--- config.mk ---
export PLATFORM = sky130hd
export DESIGN_NAME = sprite_anim_sequencer
export DESIGN_NICKNAME = d
export VERILOG_FILES = /design/src/rtl/sprite_anim_sequencer.sv
export SDC_FILE = /design/constraint.sdc
export NUM_CORES = 1
export LEC_CHECK = 0
export BUFFER_PORTS_ARGS = -buffer_cell sky130_fd_sc_hd__buf_2
export CORE_AREA = 8 8 97 99
export CTS_CLUSTER_DIAMETER = 150
export DETAILED_ROUTE_END_ITERATION = 12
export DIE_AREA = 0 0 105 107
export GPL_TIMING_DRIVEN = 1
export PLACE_DENSITY_LB_ADDON = 0.3
export SETUP_SLACK_MARGIN = 0.02
export SYNTH_ARGS = -nofsm -noshare
export SYNTH_HDL_FRONTEND = slang
export SYNTH_SLANG_ARGS = --single-unit
--- constraint.sdc ---
create_clock -name vga_clk -period 3.4 [get_ports vga_clk]
set_clock_uncertainty 0.2 [all_clocks]
set_input_delay 0.68 -clock vga_clk [delete_from_list [all_inputs] [get_ports vga_clk]]
set_output_delay 0.68 -clock vga_clk [all_outputs]
set_load 0.01 [all_outputs]
--- src/rtl/sprite_anim_sequencer.sv ---
// Sprite ROM address generator with frame-tick-driven animation and optional horizontal mirror.
// Address, hit and hit_q are registered; the displayed frame only changes on frame_start.
module sprite_anim_sequencer #(
  parameter int unsigned SPR_W       = 80,
  parameter int unsigned SPR_H       = 100,
  parameter int unsigned NUM_FRAMES  = 6,
  parameter int unsigned FRAME_TICKS = 6,
  parameter int unsigned ADDR_W      = 16
) (
  input  logic              vga_clk,
  input  logic              reset,
  input  logic [9:0]        draw_x,
  input  logic [9:0]        draw_y,
  input  logic [9:0]        spr_x,
  input  logic [9:0]        spr_y,
  input  logic              frame_start,
  input  logic              anim_start,
  input  logic              anim_stop,
  input  logic              anim_loop,
  input  logic              flip_h,
  output logic [ADDR_W-1:0] rom_address,
  output logic              sprite_hit,
  output logic              hit_q,
  output logic [2:0]        disp_frame,
  output logic              anim_busy
);

  localparam logic [7:0] LastTick  = 8'(FRAME_TICKS - 1);
  localparam logic [2:0] LastFrame = 3'(NUM_FRAMES - 1);

  typedef enum logic [1:0] {StIdle, StPlay, StHold} state_e;

  state_e      state_q, state_d;
  logic [7:0]  tick_q, tick_d;
  logic [2:0]  next_frame_q, next_frame_d;

  logic [10:0]       dx, dy, col;
  logic              hit;
  logic [ADDR_W-1:0] addr_d;

  // State register
  always_ff @(posedge vga_clk or posedge reset) begin
    if (reset) begin
      state_q      <= StIdle;
      tick_q       <= '0;
      next_frame_q <= '0;
    end else begin
      state_q      <= state_d;
      tick_q       <= tick_d;
      next_frame_q <= next_frame_d;
    end
  end

  // Next-state logic; start beats stop, and either one swallows a coincident tick
  always_comb begin
    state_d      = state_q;
    tick_d       = tick_q;
    next_frame_d = next_frame_q;
    if (anim_start) begin
      state_d      = StPlay;
      tick_d       = '0;
      next_frame_d = '0;
    end else if (anim_stop) begin
      state_d      = StIdle;
      tick_d       = '0;
      next_frame_d = '0;
    end else if (state_q == StPlay && frame_start) begin
      if (tick_q == LastTick) begin
        tick_d = '0;
        if (next_frame_q < LastFrame) begin
          next_frame_d = next_frame_q + 3'd1;
        end else if (anim_loop) begin
          next_frame_d = '0;
        end else begin
          state_d = StHold;
        end
      end else begin
        tick_d = tick_q + 8'd1;
      end
    end
  end

  // Output logic
  always_comb begin
    anim_busy = (state_q == StPlay);
  end

  // Hit test in 11 bits so the subtraction cannot wrap at screen edges
  always_comb begin
    dx  = {1'b0, draw_x} - {1'b0, spr_x};
    dy  = {1'b0, draw_y} - {1'b0, spr_y};
    hit = (draw_x >= spr_x) && (dx < 11'(SPR_W)) && (draw_y >= spr_y) && (dy < 11'(SPR_H));
    col = flip_h ? (11'(SPR_W - 1) - dx) : dx;
    if (hit) begin
      addr_d = ADDR_W'(disp_frame) * ADDR_W'(SPR_W * SPR_H)
             + ADDR_W'(dy) * ADDR_W'(SPR_W)
             + ADDR_W'(col);
    end else begin
      addr_d = '0;
    end
  end

  // Pixel pipeline and tear-free frame latch
  always_ff @(posedge vga_clk or posedge reset) begin
    if (reset) begin
      rom_address <= '0;
      sprite_hit  <= 1'b0;
      hit_q       <= 1'b0;
      disp_frame  <= '0;
    end else begin
      rom_address <= addr_d;
      sprite_hit  <= hit;
      hit_q       <= sprite_hit;
      if (frame_start) begin
        disp_frame <= next_frame_q;
      end
    end
  end

endmodule

======== Word level (Yosys, flattened, before mapping) ========
Cells that the tools add are included.
storage, ports and cells
  register bits after elaboration ......... 34
  latch bits .............................. 0
  memory bits (writable) .................. 0
  memory bits (read-only) ................. 0
  input bits .............................. 47
  output and inout bits ................... 22
  logic and storage cells ................. 52
  memories ................................ 0
cells by class
  add/sub/neg operators ................... 7
  $mul .................................... 2
  div/mod/pow operators ................... 0
  order comparisons ....................... 5
  equality and inequality tests ........... 4
  shifts and indexed selects .............. 0
  muxes and demuxes ....................... 18
  bitwise gates (word level) .............. 0
  reduce and logical (&&, ||, !) cells .... 9
operator list
  operator                                              number
  2-to-1 mux 8 bit                                      4
  < comparator 11 x 7 -> 1 bit (second input constant)  2
  subtractor 10 x 10 -> 11 bit                          2
  >= comparator 10 bit                                  2
  2-to-1 mux 3 bit                                      6
  adder 16 x 11 -> 16 bit                               1
  adder 16 bit                                          1
  2-to-1 mux 16 bit                                     1
  multiplier 11 x 3 -> 12 bit (second input constant)   1
  2-to-1 mux 2 bit                                      6
  2-to-1 mux 11 bit                                     1
  subtractor 7 x 11 -> 11 bit (first input constant)    1
  multiplier 3 x 7 -> 10 bit (second input constant)    1
  adder 8 x 1 -> 8 bit (second input constant)          1
  equality test 8 x 3 -> 1 bit (second input constant)  1
  inequality test 3 bit (second input constant)         2
  nonzero test 3 bit                                    2
  logical AND 1 bit                                     4
  AND reduction 4 bit                                   1
  nonzero test 4 bit                                    1
  adder 3 x 1 -> 3 bit (second input constant)          1
  < comparator 3 bit (second input constant)            1
  AND reduction 3 bit                                   1
  equality test 2 x 1 -> 1 bit (second input constant)  1

======== Logic depth before layout (Yosys ltp) ========
  depth in word-level cells ............... 6
  gate-level depth with buffers ........... 22
  depth with buffers taken out ............ 22

======== Worst setup path before layout ========
Ideal clock, no wire load.
  kind .................................... input to register
  from .................................... input port spr_y[1]
  to ...................................... register rom_address[13]
  library setup time ...................... 0.122 ns
  arrival ................................. 4.684 ns
  data required time ...................... 3.078 ns
  slack ................................... -1.606 ns
  cell stages on the path ................. 19
  path buffers ............................ 0
  cell sequence ........................... inv_1 ha_1 nor2b_1 o2111ai_1 or4bb_1 and2_1 ha_1 ha_1 a21oi_1 xnor2_1 fa_1 inv_1 ha_1 or2_2 a211oi_1 a21oi_1 o21ai_0 xor2_1 nor2_4
between the ends
  longest elaborated chain between the ends .. 5
  elaborated cells on any way between the ends .. 9
  those cells by class .................... 3 x add/sub; 1 x mul; 2 x order compare; 1 x mux; 2 x reduce/logical
ends and longest elaborated chain
  what                          RTL line  text
  start, declared               15        input logic [9:0] spr_y,
  subtractor 10 x 10 -> 11 bit  91        dy = {1'b0, draw_y} - {1'b0, spr_y};
  multiplier 11 x 3 -> 12 bit   96        + ADDR_W'(dy) * ADDR_W'(SPR_W)
  adder 16 bit                  96
  adder 16 x 11 -> 16 bit       97        + ADDR_W'(col);
  2-to-1 mux 16 bit *           94        if (hit) begin
  named net addr_d[13]          39        logic [ADDR_W-1:0] addr_d;
  end signal, assigned          111       rom_address <= addr_d;
  end, declared                 21        output logic [ADDR_W-1:0] rom_address,
The timed path passes the listed nets; every way through them passes the cells marked *.
A chain may end at the register's enable or synchronous reset.

======== Worst setup path in the final report ========
  from .................................... input port draw_y[0]
  to ...................................... register rom_address[13]
between the ends
  longest elaborated chain between the ends .. 5
  elaborated cells on any way between the ends .. 9
  those cells by class .................... 3 x add/sub; 1 x mul; 2 x order compare; 1 x mux; 2 x reduce/logical
ends and longest elaborated chain
  what                          RTL line  text
  start, declared               13        input logic [9:0] draw_y,
  subtractor 10 x 10 -> 11 bit  91
  multiplier 11 x 3 -> 12 bit   96
  adder 16 bit                  96
  adder 16 x 11 -> 16 bit       97
  2-to-1 mux 16 bit *           94
  named net addr_d[13]          39
Marks and branches as above.

==> impl_metrics.yaml <==
run_status:
  status: "finished with violations"
  violations: "setup timing"
sta:
  fin_crit_sh: 1.34
  drv_slew: 0
  setup_viol: 17
  slew_headroom: 0.510
  fmax_mhz: 219
  tightest_slew_ns: 0.726
  grt_setup_unrepaired: "yes"
  fin_ws_ns: -1.17
  finalCriticalPeriod_ns: 4.57
  hold_viol: 0
  fin_hold_ws_ns: 0.0722
global_route:
  antenna_found_initial: 0
  grt_overflow_total: 0
  grt_max_degree: 31
  grt_pass1_wl_um: 16500
  grt_util_all_layers: 0.170
  grt_pass1_vias: 3879
clocking:
  cts.sinks: 34
  htree_levels: 2
  ctsLongestPathBuffers: 2
  numCtsBuffers: 5
  cts-root-buf: "clkbuf_8"
  path_clk_slew_ns: 0.07
  cts_tree: "built"
  holdBufCountCts: 0
  clock_latency_ns: 0.29
final_layout:
  nets: 743
  num_antenna_cells: 0
  area_growth_pct: 43.9
  fin_util: 0.722
  fin_area_mm2: 0.00573
  drive_above_1_share: 0.417
logic_synthesis:
  avgSynthCellArea_um2: 8.65
  yosysTopAreaCell: "dfrtp_1"
  synth_area_mm2: 0.00398
  synthesis.instances: 460
  ys_types: 55
  synth_nets: 585
  yosys_most_used_dff: "dfrtp_1"
  synth.area.top_cells: "dfrtp_1, ha_1, inv_1, fa_1, xnor2_1"
  synth_edf_count: 0
  yosysWarnings: 0
  ys_seq_elements: 34
  async_flop_share: 1.00
  yosysTopAreaCellShare: 0.214
  ys_seq_area_frac: 0.214
die:
  dieArea_mm2: 0.0112
  die_h_um: 107
  initial_core_util: 0.502
  ios: 69
  coreArea_mm2: 0.00793
  rows: 33
  die_width_um: 105
detailed_routing:
  wl_met3_um: 354
  wirelength_um: 9560
  first_iter_violations: 65
  wl_per_cell_um: 13.2
  drc: 0
  wl_met1_um: 4160
  vias_per_cell: 5.13
  dr_wl_met2_um: 4960
  top_layer: "met4"
  vias: 3716
  ant_nets: 0
  first_pass_iters: 4
power_and_ir_drop:
  p_leak_nw: 2.93
  power.density_mw_per_mm2: 735
  ir_drop_uv: 489
  power_mw: 4.21
placed_design:
  port_buffers: 68
  postPlaceCellArea_mm2: 0.00526
  dp_hpwl_um: 7780
  pre_cts_ws_ns: -1.62
  place_congestion: 0.858
critical_path:
  crit_required_ns: 3.38
  worst-endpoint-arrival_ns: 4.55
  path_max_fanout: 3
  worst_setup_path_end_kind: "flip-flop"
  cp-start-kind: "input pin"
  worstSetupPathType: "in2reg"
hold_path:
  hold_path_class: "in2async"
flow_run:
  maxCapViolations: 0
## through the flow
stage,cells,TNS [ns]
after floorplan,460,-8.82
after CTS,722,-8.73
after global placement,710,-14.58
after detailed placement,710,-15.45
after global routing,724,-10.97
final,724,-8.52
## cells in the final DEF (no fill, tap or decap), drive strengths merged, types with 11 or more instances in the layout
cell    synthesis  layout
buf             2     157
inv            70      70
ha             65      65
o21ai          36      36
dfrtp          34      34
nor2           34      34
a21oi          30      30
xnor2          22      22
nand2          21      21
xor2           17      17
a21o           15      15
fa             13      13
nand2b         11      11
nand3          11      11
## sequential cells by signal, summed over array words and instances (netlist names)
name,flops
rom_address,16
tick_q,8
disp_frame,3
next_frame_q,3
state_q,2
hit_q,1
sprite_hit,1
## timing repair
| item | 4_1_cts | 5_1_grt |
|---|---|---|
| gates resized for setup | 31 | 31 |
| setup endpoints to repair | 17 | 17 |
| buffers inserted | 7 | 4 |
| pin swaps | 32 | 24 |
| cloned | 1 | 0 |
## area by class of cell
cell class                      count  area (µm²)
Multi-Input combinational cell    350        3250
Timing Repair Buffer              157        1060
Sequential cell                    34         851
Tap cell                          105         131
Fill cell                         576        2200
Inverter                           70         290
Clock inverter                      3        68.8
Clock buffer                        5        68.8
## cells in the mapped netlist (all sizes together), types with 2 or more instances
| master | number |
|---|---|
| a21oi | 30 |
| or4 | 2 |
| and2 | 2 |
| nor2 | 34 |
| nand2b | 11 |
| nor2b | 7 |
| a31oi | 5 |
| ha | 65 |
| nor3b | 2 |
| a21o | 15 |
| a211oi | 5 |
| o21a | 4 |
| nand3 | 11 |
| nand2 | 21 |
| or3 | 2 |
| inv | 70 |
| or2 | 3 |
| dfrtp | 34 |
| fa | 13 |
| o31ai | 4 |
| o41ai | 2 |
| or3b | 2 |
| buf | 2 |
| xor2 | 17 |
| o21ai | 36 |
| clkbuf | 4 |
| o211ai | 3 |
| o21bai | 4 |
| xnor2 | 22 |
| o311ai | 2 |
| nor4 | 4 |
| nor3 | 7 |
## worst max-delay path, cell delays in order
cell and delay, ns:
buf_8 0.11, inv_12 0.04, ha_4 0.12, inv_2 0.04, fa_2 0.36, a21o_1 0.20
a21oi_2 0.18, xnor2_2 0.16, ha_4 0.24, ha_1 0.29, a21o_1 0.18, a21oi_4 0.16
xnor2_2 0.13, fa_1 0.44, inv_2 0.08, ha_4 0.20, or2_4 0.23, a211oi_2 0.27
a21oi_2 0.06, o21ai_1 0.10, xor2_1 0.25, nor2_4 0.04
## power breakdown
group / internal, mW / switching, mW / total, mW
clock: 0.294 / 0.151 / 0.445
combinational: 1.75 / 1.60 / 3.35
sequential: 0.411 / 0.00606 / 0.417
## final timing paths
path	from	endpoint	slack [ns]	cells past startpoint
min in group vga_clk	sprite_hit	hit_q	0.17	0
hold / removal	reset	hit_q	0.07	2
setup / recovery	draw_y[0]	rom_address[13]	-1.17	22
hold reg to reg	sprite_hit	hit_q	0.17	0
max in group asynchronous	reset	rom_address[11]	2.31	3
setup reg to reg	disp_frame[0]	rom_address[13]	-0.35	12
## layer usage
metal,vias to the layer above,global-route usage
met2,87,0.318
met3,6,0.0240
met5,-,0
met1,1730,0.200
li1,1893,-
met4,0,0.0377
## cells by family (layout without fill, tap and decap cells)
group           Yosys count  in the layout  share of synthesized area
buf+inv                  76            235                     0.0776
mux                       1              1                    0.00283
simple gates            113            113                      0.160
compound gates          119            119                      0.191
fa+ha+maj                78             78                      0.270
flops                    34             34                      0.214
xor+xnor                 39             39                     0.0858
Power figures use the tool's default switching activity.
